`src/rtl/dis_score.sv`:
```
// BCD score counter with a scaled 5x7 glyph overlay; paint outputs are registered, one clock after paint_x/paint_y.
// Optional drop shadow when SCORE_SHADOW_EN is defined; otherwise only glyph pixels are drawn.
module dis_score #(
   parameter int          DIGITS   = 3,
   parameter int          SCALE    = 4,
   parameter logic [15:0] POS_X    = 16'd284,
   parameter logic [15:0] POS_Y    = 16'd40,
   parameter logic [15:0] FG_COLOR = 16'hFFFF
) (
   input  logic                  clk,
   input  logic                  rstn,
   input  logic                  score_inc,
   input  logic                  score_clr,
   input  logic                  new_frame,
   input  logic [15:0]           paint_x,
   input  logic [15:0]           paint_y,
   output logic [4*DIGITS-1:0]   score,
   output logic                  paint_enable,
   output logic [15:0]           paint_color
);

   localparam int P = 6 * SCALE;

   // Row 0 sits in the top 5 bits; bit 4 of each row is the leftmost column.
   localparam logic [34:0] FONT [0:15] = '{
      35'b01110_10001_10011_10101_11001_10001_01110,
      35'b00100_01100_00100_00100_00100_00100_01110,
      35'b01110_10001_00001_00010_00100_01000_11111,
      35'b11111_00010_00100_00010_00001_10001_01110,
      35'b00010_00110_01010_10010_11111_00010_00010,
      35'b11111_10000_11110_00001_00001_10001_01110,
      35'b00110_01000_10000_11110_10001_10001_01110,
      35'b11111_00001_00010_00100_01000_01000_01000,
      35'b01110_10001_10001_01110_10001_10001_01110,
      35'b01110_10001_10001_01111_00001_00010_01100,
      35'd0, 35'd0, 35'd0, 35'd0, 35'd0, 35'd0
   };

   logic [4*DIGITS-1:0] r_score;
   logic [4*DIGITS-1:0] r_disp;
   logic [4*DIGITS-1:0] w_score_nxt;
   logic                w_carry;
   logic                w_all9;
   logic                r_paint_en;
   logic [15:0]         r_paint_col;
   int                  w_rx;
   int                  w_ry;
   logic                w_glyph;
   logic                w_shadow;

   // Glyph test at field-relative coordinates; negative or out-of-field positions never hit.
   function automatic logic glyph_hit(input int rx, input int ry, input logic [4*DIGITS-1:0] d);
      int          di, col, row, k;
      logic [3:0]  v;
      logic [34:0] g;
      logic [4:0]  bits;
      logic [4:0]  sh;
      logic        blank;
      glyph_hit = 1'b0;
      if (rx >= 0 && rx < DIGITS * P && ry >= 0 && ry < 7 * SCALE) begin
         di    = rx / P;
         col   = (rx % P) / SCALE;
         row   = ry / SCALE;
         k     = DIGITS - 1 - di;
         v     = 4'(d >> (4 * k));
         blank = (k > 0) && ((d >> (4 * k)) == '0);
         g     = FONT[v];
         bits  = 5'(g >> (5 * (6 - row)));
         sh    = 5'(bits << col);
         if (col < 5 && !blank)
            glyph_hit = sh[4];
      end
   endfunction

   always_comb begin
      w_score_nxt = r_score;
      w_carry     = 1'b1;
      w_all9      = 1'b1;
      for (int i = 0; i < DIGITS; i++) begin
         if (r_score[4*i +: 4] != 4'd9)
            w_all9 = 1'b0;
         if (w_carry) begin
            if (r_score[4*i +: 4] == 4'd9) begin
               w_score_nxt[4*i +: 4] = 4'd0;
            end else begin
               w_score_nxt[4*i +: 4] = r_score[4*i +: 4] + 4'd1;
               w_carry               = 1'b0;
            end
         end
      end
   end

   always_ff @(posedge clk or negedge rstn) begin
      if (!rstn) begin
         r_score <= '0;
         r_disp  <= '0;
      end else begin
         if (score_clr)
            r_score <= '0;
         else if (score_inc && !w_all9)
            r_score <= w_score_nxt;
         // Latches the pre-update score, so an increment in the same cycle shows next frame.
         if (new_frame)
            r_disp <= r_score;
      end
   end

   assign w_rx    = int'(paint_x) - int'(POS_X);
   assign w_ry    = int'(paint_y) - int'(POS_Y);
   assign w_glyph = glyph_hit(w_rx, w_ry, r_disp);

`ifdef SCORE_SHADOW_EN
   assign w_shadow = ~w_glyph & glyph_hit(w_rx - SCALE, w_ry - SCALE, r_disp);
`else
   assign w_shadow = 1'b0;
`endif

   always_ff @(posedge clk or negedge rstn) begin
      if (!rstn) begin
         r_paint_en  <= 1'b0;
         r_paint_col <= 16'h0000;
      end else begin
         r_paint_en  <= w_glyph | w_shadow;
         r_paint_col <= w_glyph ? FG_COLOR : 16'h0000;
      end
   end

   assign score        = r_score;
   assign paint_enable = r_paint_en;
   assign paint_color  = r_paint_col;

endmodule

```
`config.mk`:
```
export PLATFORM = sky130hd
export DESIGN_NAME = dis_score
export DESIGN_NICKNAME = d
export VERILOG_FILES = /design/src/rtl/dis_score.sv
export SDC_FILE = /design/constraint.sdc
export NUM_CORES = 1
export LEC_CHECK = 0
export CORE_MARGIN = 3
export CORE_UTILIZATION = 45
export DETAILED_ROUTE_END_ITERATION = 12
export GPL_TIMING_DRIVEN = 0
export SLEW_MARGIN = 15
export SYNTH_ARGS = -nofsm -noshare
export SYNTH_HDL_FRONTEND = slang
export SYNTH_SLANG_ARGS = --single-unit
```
`constraint.sdc`:
```
create_clock -name clk -period 5.1 [get_ports clk]
set_clock_uncertainty 0.05 [all_clocks]
set_input_delay 1.02 -clock clk [delete_from_list [all_inputs] [get_ports clk]]
set_output_delay 1.02 -clock clk [all_outputs]
set_load 0.005 [all_outputs]
```
# Yosys cells after proc, flatten, opt, wreduce, memory -nomap -nowiden
# Memory sizes are Yosys's and may differ from the RTL's.
# Cells that the tools add are included.
# word_totals
ff_bits,41
rom_bits,560
in_bits,37
out_inout_bits,29
wordCells,72
memories,1
# mem_list
memory,depth,width,rd,rd_ports_with_merged_regs,wr,line_no,rtl
(name not given),16,35,1,0,0,67,g = FONT[v];
# classes
add_sub_neg,9
n_mul,1
div_mod_pow,2
n_lt_le_gt_ge,7
n_eq_ne,6
shifts,3
n_mux,18
bitwise_logic,3
reduce_logical,16
# ops
cell,n
2-to-1 mux 35 bit,2
adder 32 x 1 -> 32 bit,2
right shift 35 x 32 -> 5 bit,1
"greater-or-equal comparator 17 x 1 -> 1 bit, second input constant",2
"divider 32 x 6 -> 32 bit, second input constant",1
"> comparator 32 x 1 -> 1 bit, second input constant",1
"less-than comparator 32 x 4 -> 1 bit, second input constant",1
"remainder unit 32 x 6 -> 32 bit, second input constant",1
"multiplier 4 x 32 -> 32 bit, first input constant",1
<< shifter 5 x 32 -> 5 bit,1
right shift 12 x 32 -> 12 bit,1
"subtractor 3 x 32 -> 32 bit, first input constant",1
"subtractor 4 x 32 -> 32 bit, first input constant",1
2-to-1 mux 12 bit,2
2-to-1 mux 4 bit,5
"less-than comparator 17 x 6 -> 1 bit, second input constant",1
"less-than comparator 17 x 8 -> 1 bit, second input constant",1
"subtractor 16 x 6 -> 17 bit, second input constant",1
"subtractor 16 x 9 -> 17 bit, second input constant",1
2-to-1 mux 16 bit,1
"adder 4 x 1 -> 4 bit, second input constant",3
"equality test 4 bit, second input constant",3
zero test 12 bit,1
"inequality test 4 bit, second input constant",3
other kinds (9),27

# Depth between registers and ports, before layout
# Gate-level depths: netlist of the first run.
# depth
ltp_word,13
mapped_depth,49
ltp_nobuf,48

# Worst setup path after synthesis of the first run
# No wires, ideal clock.
# synth_timing
path_kind,in2reg
from,in paint_y[4]
to,"reg r_paint_col[14], in the netlist paint_color[14]"
arrival_ns,9.722
t_required_ns,4.983
path_slack_ns,-4.739
path_stages,48
cell_sequence,o21ai_0 nand2_1 or3_1 nand2b_1 nor3_1 o21ai_0 ha_1 ha_1 a21o_1 a21o_1 nand2_1 nand2_1 and2_1 o21a_1 o21a_1 o21a_1 o21a_1 o21ai_0 (+12 left out) a21o_1 a21oi_1 o21bai_1 and4b_1 o31ai_1 a32o_1 a2111oi_0 o2111ai_1 a2111oi_0 nand3_1 nor2_1 nand2_1 o22ai_1 mux2i_1 a2111oi_2 a221oi_1 a211oi_2 o221a_1
# synth_via
elab_chain_cells,10
elab_cells_between_ends,14
cone_classes,3 x add/sub; 1 x mul; 2 x order compare; 2 x shift; 3 x mux; 1 x bitwise; 2 x reduce/logical
# synth_lines
element,line_no,rtl
from (decl),16,"input logic [15:0] paint_y,"
subtractor 16 x 6 -> 17 bit *,109,assign w_ry = int'(paint_y) - int'(POS_Y);
bitwise AND 1 bit (no source line),--,
adder 32 x 1 -> 32 bit (no source line),--,
subtractor 4 x 32 -> 32 bit,68,bits = 5'(g >> (5 * (6 - row)));
multiplier 4 x 32 -> 32 bit,68,
right shift 35 x 32 -> 5 bit,68,
<< shifter 5 x 32 -> 5 bit,69,sh = 5'(bits << col);
2-to-1 mux 1 bit,70,if (col < 5 && !blank)
2-to-1 mux 1 bit *,60,if (rx >= 0 && rx < DIGITS * P && ry >= 0 && ry < 7 * SCALE) begin
via w_glyph,48,logic w_glyph;
2-to-1 mux 16 bit *,124,r_paint_col <= w_glyph ? FG_COLOR : 16'h0000;
to (signal assigned),124,
to (decl),45,logic [15:0] r_paint_col;
# Mark *: on every way through the listed nets, which the timed path passes. The rest lies on a longest branch.
# A chain may end at the register's enable or synchronous reset.

# Worst setup path after layout of the first run
# layout_timing
from,in paint_x[2]
to,"reg r_paint_col[14], in the netlist paint_color[14]"
# layout_via
elab_chain_cells,13
elab_cells_between_ends,28
cone_classes,3 x add/sub; 2 x div; 4 x order compare; 3 x shift; 5 x mux; 2 x bitwise; 8 x reduce/logical; 1 x memory
# layout_lines
element,line_no,rtl
from (decl),15,"input logic [15:0] paint_x,"
subtractor 16 x 9 -> 17 bit *,108,assign w_rx = int'(paint_x) - int'(POS_X);
divider 32 x 6 -> 32 bit,61,di = rx / P;
subtractor 3 x 32 -> 32 bit,64,k = DIGITS - 1 - di;
right shift 12 x 32 -> 12 bit,66,blank = (k > 0) && ((d >> (4 * k)) == '0);
inverter 4 -> 5 bit (implied by the code),67,
memory (16 x 35 bit),--,
2-to-1 mux 35 bit (implied by the code) (2 in series),67,
right shift 35 x 32 -> 5 bit,68,
<< shifter 5 x 32 -> 5 bit,69,
2-to-1 mux 1 bit,70,
2-to-1 mux 1 bit *,60,
via w_glyph,48,
2-to-1 mux 16 bit *,124,
# Mark *: on every way through the listed nets, which the timed path passes. The rest lies on a longest branch. The select of a mux whose other input is x is not followed.

==> results by group, run 1 <==
Synth
  – Number of enable flip-flop cells after synthesis: 0
  – Count leader, synth: nor2_1
  – Post-synthesis sequential area ratio: just under 7%
  – Synth top cells by count: nor2_1 (135), nand2_1 (123), ha_1 (101)
  – Ys flop type: dfrtp_1
  – Distinct cell type count after synthesis: 103
  – Area contributors post-synth: ha_1 (14%), dfrtp_1 (6.8%), nor2_1 (5.5%), o21ai_0 (5.3%), nand2_1 (5.0%)
  – Mapped Cells: about 1300
  – Mapped Area: between 9000 and 10000 um^2
  – Yosys top cell by area: ha_1
  – Synth warnings: 0
  – Syn_area_per_cell: ~7.0 um^2
  – Yosys reg bits: 25
  – Mapped Nets: between 1000 and 1500
  – Share of the synthesized area in the top cell type: approximately 14%
  – Async SR Flop Fraction: 100%

Detailed routing
  – Vias per cell: around 6.3
  – Wire length per cell: around 19 um
  – Drt initial violations: about 900
  – Via count: roughly 11000
  – Drt pass-1 iters: 8
  – ANT nets after route: 0
  – Post-Route WL: between 30000 and 40000 um
  – # DRC: 0

Timing
  – Slew Limit Fails: 0
  – F_max: a little over 0.1 GHz
  – Min Clock Period, post-route: 9.76 ns
  – Final Hold Fails: 0
  – Period utilization: 191%
  – Unrepaired setup endpoints after global routing: yes
  – Final setup fails: 1
  – Worst-margin pin slew: a little over 1 ns
  – Rel. slew slack: about 30%
  – Final setup margin: -4.66 ns

Run status
  – Failing checks: negative setup slack
  – Status: finished with violations

Clock network
  – Root Buffer: clkbuf_16
  – Clk slew on worst S/H paths: approximately 0.060 ns
  – Depth of the CTS H-tree: 1
  – CTS Buffer Depth: 2
  – TritonCTS buffer count: 3
  – CTS tree: built
  – Worst-Skew Late Latency: between 0.2 and 0.3 ns
  – Cts hold-fix bufs: 0
  – Clock sink count: 25

Layout
  – Area delta synth->final: 29.6%
  – Final Cell Area: around 12000 um^2
  – Nets: ~1600
  – ANT cells: 0
  – Fraction of layout cells with a size suffix above 1: between 20 and 25%

Worst setup path
  – Critical Path End Type: register
  – Max incr delay on CP: about 0.53 ns
  – CP Max Fanout: 8
  – Required time worst endpoint: approximately 5.2 ns
  – Startpoint Class: input port
  – Critical path class: in -> reg
  – CP most frequent cell: buf_4
  – Crit path arrival time: ~9.8 ns
  – Crit-path slowest cell: a311oi_4

Power and ir drop
  – Total power: just over 3000 uW
  – Pwr dens: 257 nW/um^2
  – Leak pwr: 0.00466 uW
  – Maximum VDD drop: ~0.00018 V

Floorplan
  – Core area: between 15000 and 20000 um^2
  – IO Count: 66
  – Die width: 149 um
  – Die span in y: around 150 um
  – Site row count: 51
  – Initial Utilization: approximately 46%
  – Die ar.: about 22000 um^2

Place
  – Dpl cell area: between 10000 and 15000 um^2
  – PortBufs: 60
  – HPWL after detailed placement: about 24000 um
  – RD Place Congestion: 0.965

Worst hold path
  – Min-Delay Path Class: reg -> reg

Flow run
  – Total of max-cap violations: 0

Global route
  – Overflow after GRT: 0
  – Number of global-route vias before repair: about 10000
  – First-pass GRT wire length: ~52000 um
  – Largest net degree at the start of global routing: 26
  – Gr usage total: about 27%
  – Initial antenna violation count: 0
cell usage in the layout (no fill, tap or decap), drive strengths merged, types with 9 or more instances in the layout:
cell           netlist  final
a22oi               12     12
and2                10     10
o31ai               19     19
nor3                47     47
mux2                19     19
a2111oi              9      9
clkdlybuf4s50        0     44
buf                 38    113
dlygate4sd2          0     10
nand4               10     10
a221oi              10     10
and3                 9      9
nand3               58     58
or3                 14     14
o21ai              103    103
xor2                33     33
a21oi               78     78
nand2              123    123
a211oi              19     19
mux2i               24     24
o21a                13     13
dfrtp               25     25
ha                 101    101
nor2               137    138
o22ai               15     15
a31oi               17     17
nor4                17     17
o31a                10     11
o221ai              10     10
o2111ai             12     12
clkbuf              42     43
nand2b              13     13
a21o                25     25
xnor2               37     37
o211ai              17     17
inv                 64     64
path summary, 6_finish.rpt:
path,to,depth (start not counted),start,slack (ns)
hold / removal,r_disp[2]$_DFFE_PN0P_,1,r_disp[2]$_DFFE_PN0P_,0.46
hold reg to reg,r_disp[2]$_DFFE_PN0P_,1,r_disp[2]$_DFFE_PN0P_,0.46
max in group asynchronous,r_disp[11]$_DFFE_PN0P_,1,rstn,3.94
min in group asynchronous,score[4]$_DFFE_PN0P_,1,rstn,0.69
setup reg to reg,paint_color[14]$_DFF_PN0_,14,r_disp[4]$_DFFE_PN0P_,1.30
setup / recovery,paint_color[14]$_DFF_PN0_,41,paint_x[2],-4.66
registers in the layout, summed over array words and instances (netlist names):
signal,cells
paint_color,1
score,12
r_disp,12
per-layer routing:
metal	GRT usage [%]	share of wire, %	vias to the layer above
met5	0	0	-
li1	-	-	5172
met1	38.2	44	5092
met4	6.51	2.4	0
met2	46.5	47	451
met3	2.13	6.4	83
worst max-delay path, delay by kind of cell:
family	cells	cell delay, ns
simple gates	12	2.37
buf+inv	9	1.74
fa+ha+maj	4	1.05
mux	1	0.48
xor+xnor	1	0.19
compound gates	14	2.93
what timing repair did:
| action | CTS | global route |
|---|---|---|
| pin swaps | 89 | 63 |
| cloned | 2 | 0 |
| setup buffers | 56 | 15 |
| setup endpoints to repair | 1 | 1 |
| resized for setup | 184 | 55 |
metrics by stage:
step / TNS (ns) / hold slack [ns] / util (%) / setup slack, ns / cells
floorplan: -4.03 / 0.430 / - / -4.03 / 1303
global placement: -6.23 / 0.444 / 52.1 / -6.23 / 1628
detailed placement: -6.27 / 0.454 / 52.1 / -6.27 / 1628
CTS: -4.53 / 0.468 / 58.6 / -4.53 / 1687
global route: -4.98 / 0.497 / 60.2 / -4.98 / 1701
finish: -4.66 / 0.462 / 60.2 / -4.66 / 1701
cell families (layout without fill, tap and decap cells):
kind of cell / count (synthesis) / after routing / synth area share (%)
AO/OA/AOI/OAI: 441 / 442 / 34.1
AND/OR/NAND/NOR: 474 / 475 / 25.1
buffers and inverters: 144 / 275 / 7.21
adder cells (fa/ha/maj): 104 / 104 / 14.3
flip-flops: 25 / 25 / 6.83
XOR/XNOR: 70 / 70 / 6.98
multiplexers: 45 / 45 / 5.45
layout make-up:
type,count,area (um^2)
flip-flops and latches,25,626
fillers,1841,7850
plain buffers,76,450
inverters,64,240
multi-input cells,1136,8980
clock buffers,3,75.1
clock inverters,1,5.00
well taps,265,332
repair buffers,131,1170
power by group:
part | leakage [uW] | switching [uW] | internal, uW
combinational | 0.00428 | 1590 | 1060
clock | 0.0000409 | 63.9 | 105
sequential | 0.000338 | 22.9 | 215
Note: power is estimated with default switching activity, not from simulation.
==> run 2, diff against run 1 <==
--- a/config.mk
+++ b/config.mk
@@ -9,6 +9,7 @@
 export CORE_UTILIZATION = 45
 export DETAILED_ROUTE_END_ITERATION = 12
 export GPL_TIMING_DRIVEN = 0
+export PLACE_DENSITY = 0.68
 export SLEW_MARGIN = 15
 export SYNTH_ARGS = -nofsm -noshare
 export SYNTH_HDL_FRONTEND = slang
==> run 2 against run 1 <==
Net effect: the flow still finishes with violations (negative setup slack); first-iteration DRC count increased by 29%; final cell count down 1.1%; count of clock-buffer cells in the layout rose by 1; global-route usage is 0.88 points lower; sequential power about the same; routed wire length shrank 2.0%.
==> results by group, run 2 (synthesis results as in run 1) <==
Power and ir drop
  – Clock Power Share: 5.7% (+0.2 points)
  – Sequential share of power: 7.8% (about the same)
  – Total power: 3040 uW (-0.46%)
  – Maximum VDD drop: 0.000234 V (+32%)
  – Sw Share: 55.0% (+0.23 points)
  – Pint: 1370 uW (-0.96%)
  – P_sw: 1670 uW (about the same)
  – Leak pwr: 0.00459 uW (-1.4%)
  – Pwr dens: 260 nW/um^2 (+1.3%)
  – Logic pwr share: 86.5% (-0.2 points)

Layout
  – Fraction of layout cells with a size suffix above 1: 21.7% (-1.2 points)
  – ANT cells: 0 (unchanged)
  – Fill count: 1829 (-0.65%)
  – Area delta synth->final: 27.4%
  – Final Cell Area: 11700 um^2 (-1.7%)
  – Post-Route Utilization: 59.2% (-1.0 points)
  – Most frequent cells in the layout: nor2_1 (120), nand2_1 (115), ha_1 (85)
  – Leading cell type in the layout, fill and taps excluded: nor2_1
  – Nets: 1558 (-1.2%)

Clock network
  – Cts hold-fix bufs: 0 (unchanged)
  – TritonCTS buffer count: 3 (unchanged)
  – CTS tree: built
  – Clk slew on worst S/H paths: 0.06 ns (about the same)
  – CTS Buffer Depth: 2 (unchanged)
  – Root Buffer: clkbuf_16
  – Clock sink count: 25 (unchanged)
  – Depth of the CTS H-tree: 1 (unchanged)
  – Worst-Skew Late Latency: 0.26 ns (about the same)

Global route
  – First-pass GRT wire length: 50100 um (-3.1%)
  – Number of global-route vias before repair: 9974 (-3.9%)
  – Gr usage total: 26.6% (-0.88 points)
  – Largest net degree at the start of global routing: 26 (unchanged)
  – Overflow after GRT: 0 (unchanged)
  – Initial antenna violation count: 0 (unchanged)

Detailed routing
  – Wire length per cell: 18.6 um (-0.86%)
  – M1 WL: 13500 um (-3.7%)
  – DR top layer: met4
  – Drt initial violations: 1188 (+29%)
  – # DRC: 0 (unchanged)
  – Detail Route met3 WL: 2330 um (+14%)
  – Drt pass-1 iters: 6 (-2)
  – Post-Route WL: 31300 um (-2.0%)
  – Vias per cell: 6.42 (+1.1%)
  – ANT nets after route: 0 (unchanged)
  – Routed wire length on met2: 14500 um (-3.6%)
  – Via count: 10799 (+0.0093%)

Place
  – Dpl cell area: 10300 um^2 (unchanged)
  – HPWL after detailed placement: 23500 um (-1.1%)
  – RD Place Congestion: 0.981 (+1.6%)
  – PortBufs: 60 (unchanged)

Floorplan
  – Core area: 19700 um^2 (unchanged)
  – Initial Utilization: 46.4% (unchanged)
  – Die ar.: 22100 um^2 (unchanged)
  – Die width: 149 um (unchanged)
  – Die span in y: 149 um (unchanged)
  – Site row count: 51 (unchanged)
  – IO Count: 66 (unchanged)

Timing
  – Min Clock Period, post-route: 9.53 ns (-0.228 ns)
  – Rel. slew slack: 25.1% (-4.9 points)
  – Unrepaired setup endpoints after global routing: yes
  – Final setup fails: 1 (unchanged)
  – Hold_ws: 0.465 ns (+0.00228 ns)
  – Final Hold Fails: 0 (unchanged)
  – Final setup margin: -4.43 ns (+0.228 ns)
  – Period utilization: 187% (-4.5 points)
  – Worst-margin pin slew: 1.11 ns (+0.0730 ns)
  – Slew Limit Fails: 0 (unchanged)
  – F_max: 0.105 GHz (+2.4%)

Worst hold path
  – Min-Delay Path Class: reg -> reg
  – Hold_sp: r_disp[1]$_DFFE_PN0P_

Worst setup path
  – CP most frequent cell: a21o_1
  – Crit-path slowest cell: a2111oi_4
  – Required time worst endpoint: 5.23 ns (+0.07 ns)
  – Worst r2r src: r_disp[2]$_DFFE_PN0P_
  – Critical path class: in -> reg
  – Crit path arrival time: 9.66 ns (-0.16 ns)
  – Max incr delay on CP: 0.42 ns (-0.11 ns)
  – CP startpoint: paint_y[3]
  – Critical Path End Type: register
  – Startpoint Class: input port
  – CP Max Fanout: 6 (-2)

Run status
  – Failing checks: negative setup slack
  – Status: finished with violations

Flow run
  – Total of max-cap violations: 0 (unchanged)
## run 2: cell types whose count changed in the layout (fill, tap and decap cells not counted), sizes merged
cell,delta
buf,-15
clkdlybuf4s50,-1
clkinv,-1
dlygate4sd2,-1
dlymetal6s2s,+1
nor2,-1
o31a,-1
## run 2: final cells by class
type / instances / area (um^2) / share of cell area [%]
well taps: 265 / 332 / 2.84
repair buffers: 114 / 988 / 8.47
flip-flops and latches: 25 / 626 / 5.36
clock buffers: 4 / 78.8 / 0.675
plain buffers: 76 / 472 / 4.04
inverters: 64 / 240 / 2.06
multi-input cells: 1134 / 8930 / 76.6
## run 2: worst paths after layout
kind | endpoint | slack, ns | cells past startpoint
worst max register to register | paint_color[14]$_DFF_PN0_ | 1.44 | 12
worst min register to register | r_disp[1]$_DFFE_PN0P_ | 0.46 | 1
worst max-delay path | paint_color[14]$_DFF_PN0_ | -4.43 | 43
worst min-delay path | r_disp[1]$_DFFE_PN0P_ | 0.46 | 1
max in group asynchronous | score[3]$_DFFE_PN0P_ | 3.94 | 1
min in group asynchronous | score[8]$_DFFE_PN0P_ | 0.70 | 1
## run 2: through the flow
step | std cells | setup TNS [ns] | setup slack, ns
floorplan | 1303 | -4.03 | -4.03
global placement | 1628 | -6.36 | -6.36
detailed placement | 1628 | -6.32 | -6.32
CTS | 1670 | -4.42 | -4.42
global route | 1682 | -4.94 | -4.94
finish | 1682 | -4.43 | -4.43
## run 2: worst max-delay path, delay by kind of cell
kind                     cells  cell delay, ns
multiplexers                 2            0.49
adder cells (fa/ha/maj)      4            0.99
buffers and inverters        3            0.46
AO/OA/AOI/OAI               20            4.39
AND/OR/NAND/NOR             14            2.32
## run 2: power groups by stage
stage | combinational [uW] | sequential, uW | clock [uW]
finish | 2630 | 238 | 172
detailed placement | 2240 | 241 | 0
global placement | 2220 | 241 | 0
floorplan | 1730 | 234 | 0
global route | 2890 | 241 | 180
CTS | 2460 | 238 | 175
## run 2: per-layer routing
layer,up-vias,GRT usage [%]
li1,5156,-
met1,5022,37.1
met2,537,44.1
met3,84,2.10
met4,0,7.76
met5,-,0
## run 2: what timing repair did
item / in CTS / in global routing
pin swaps: 75 / 57
resized for setup: 175 / 58
setup endpoints to repair: 1 / 1
setup buffers: 42 / 12
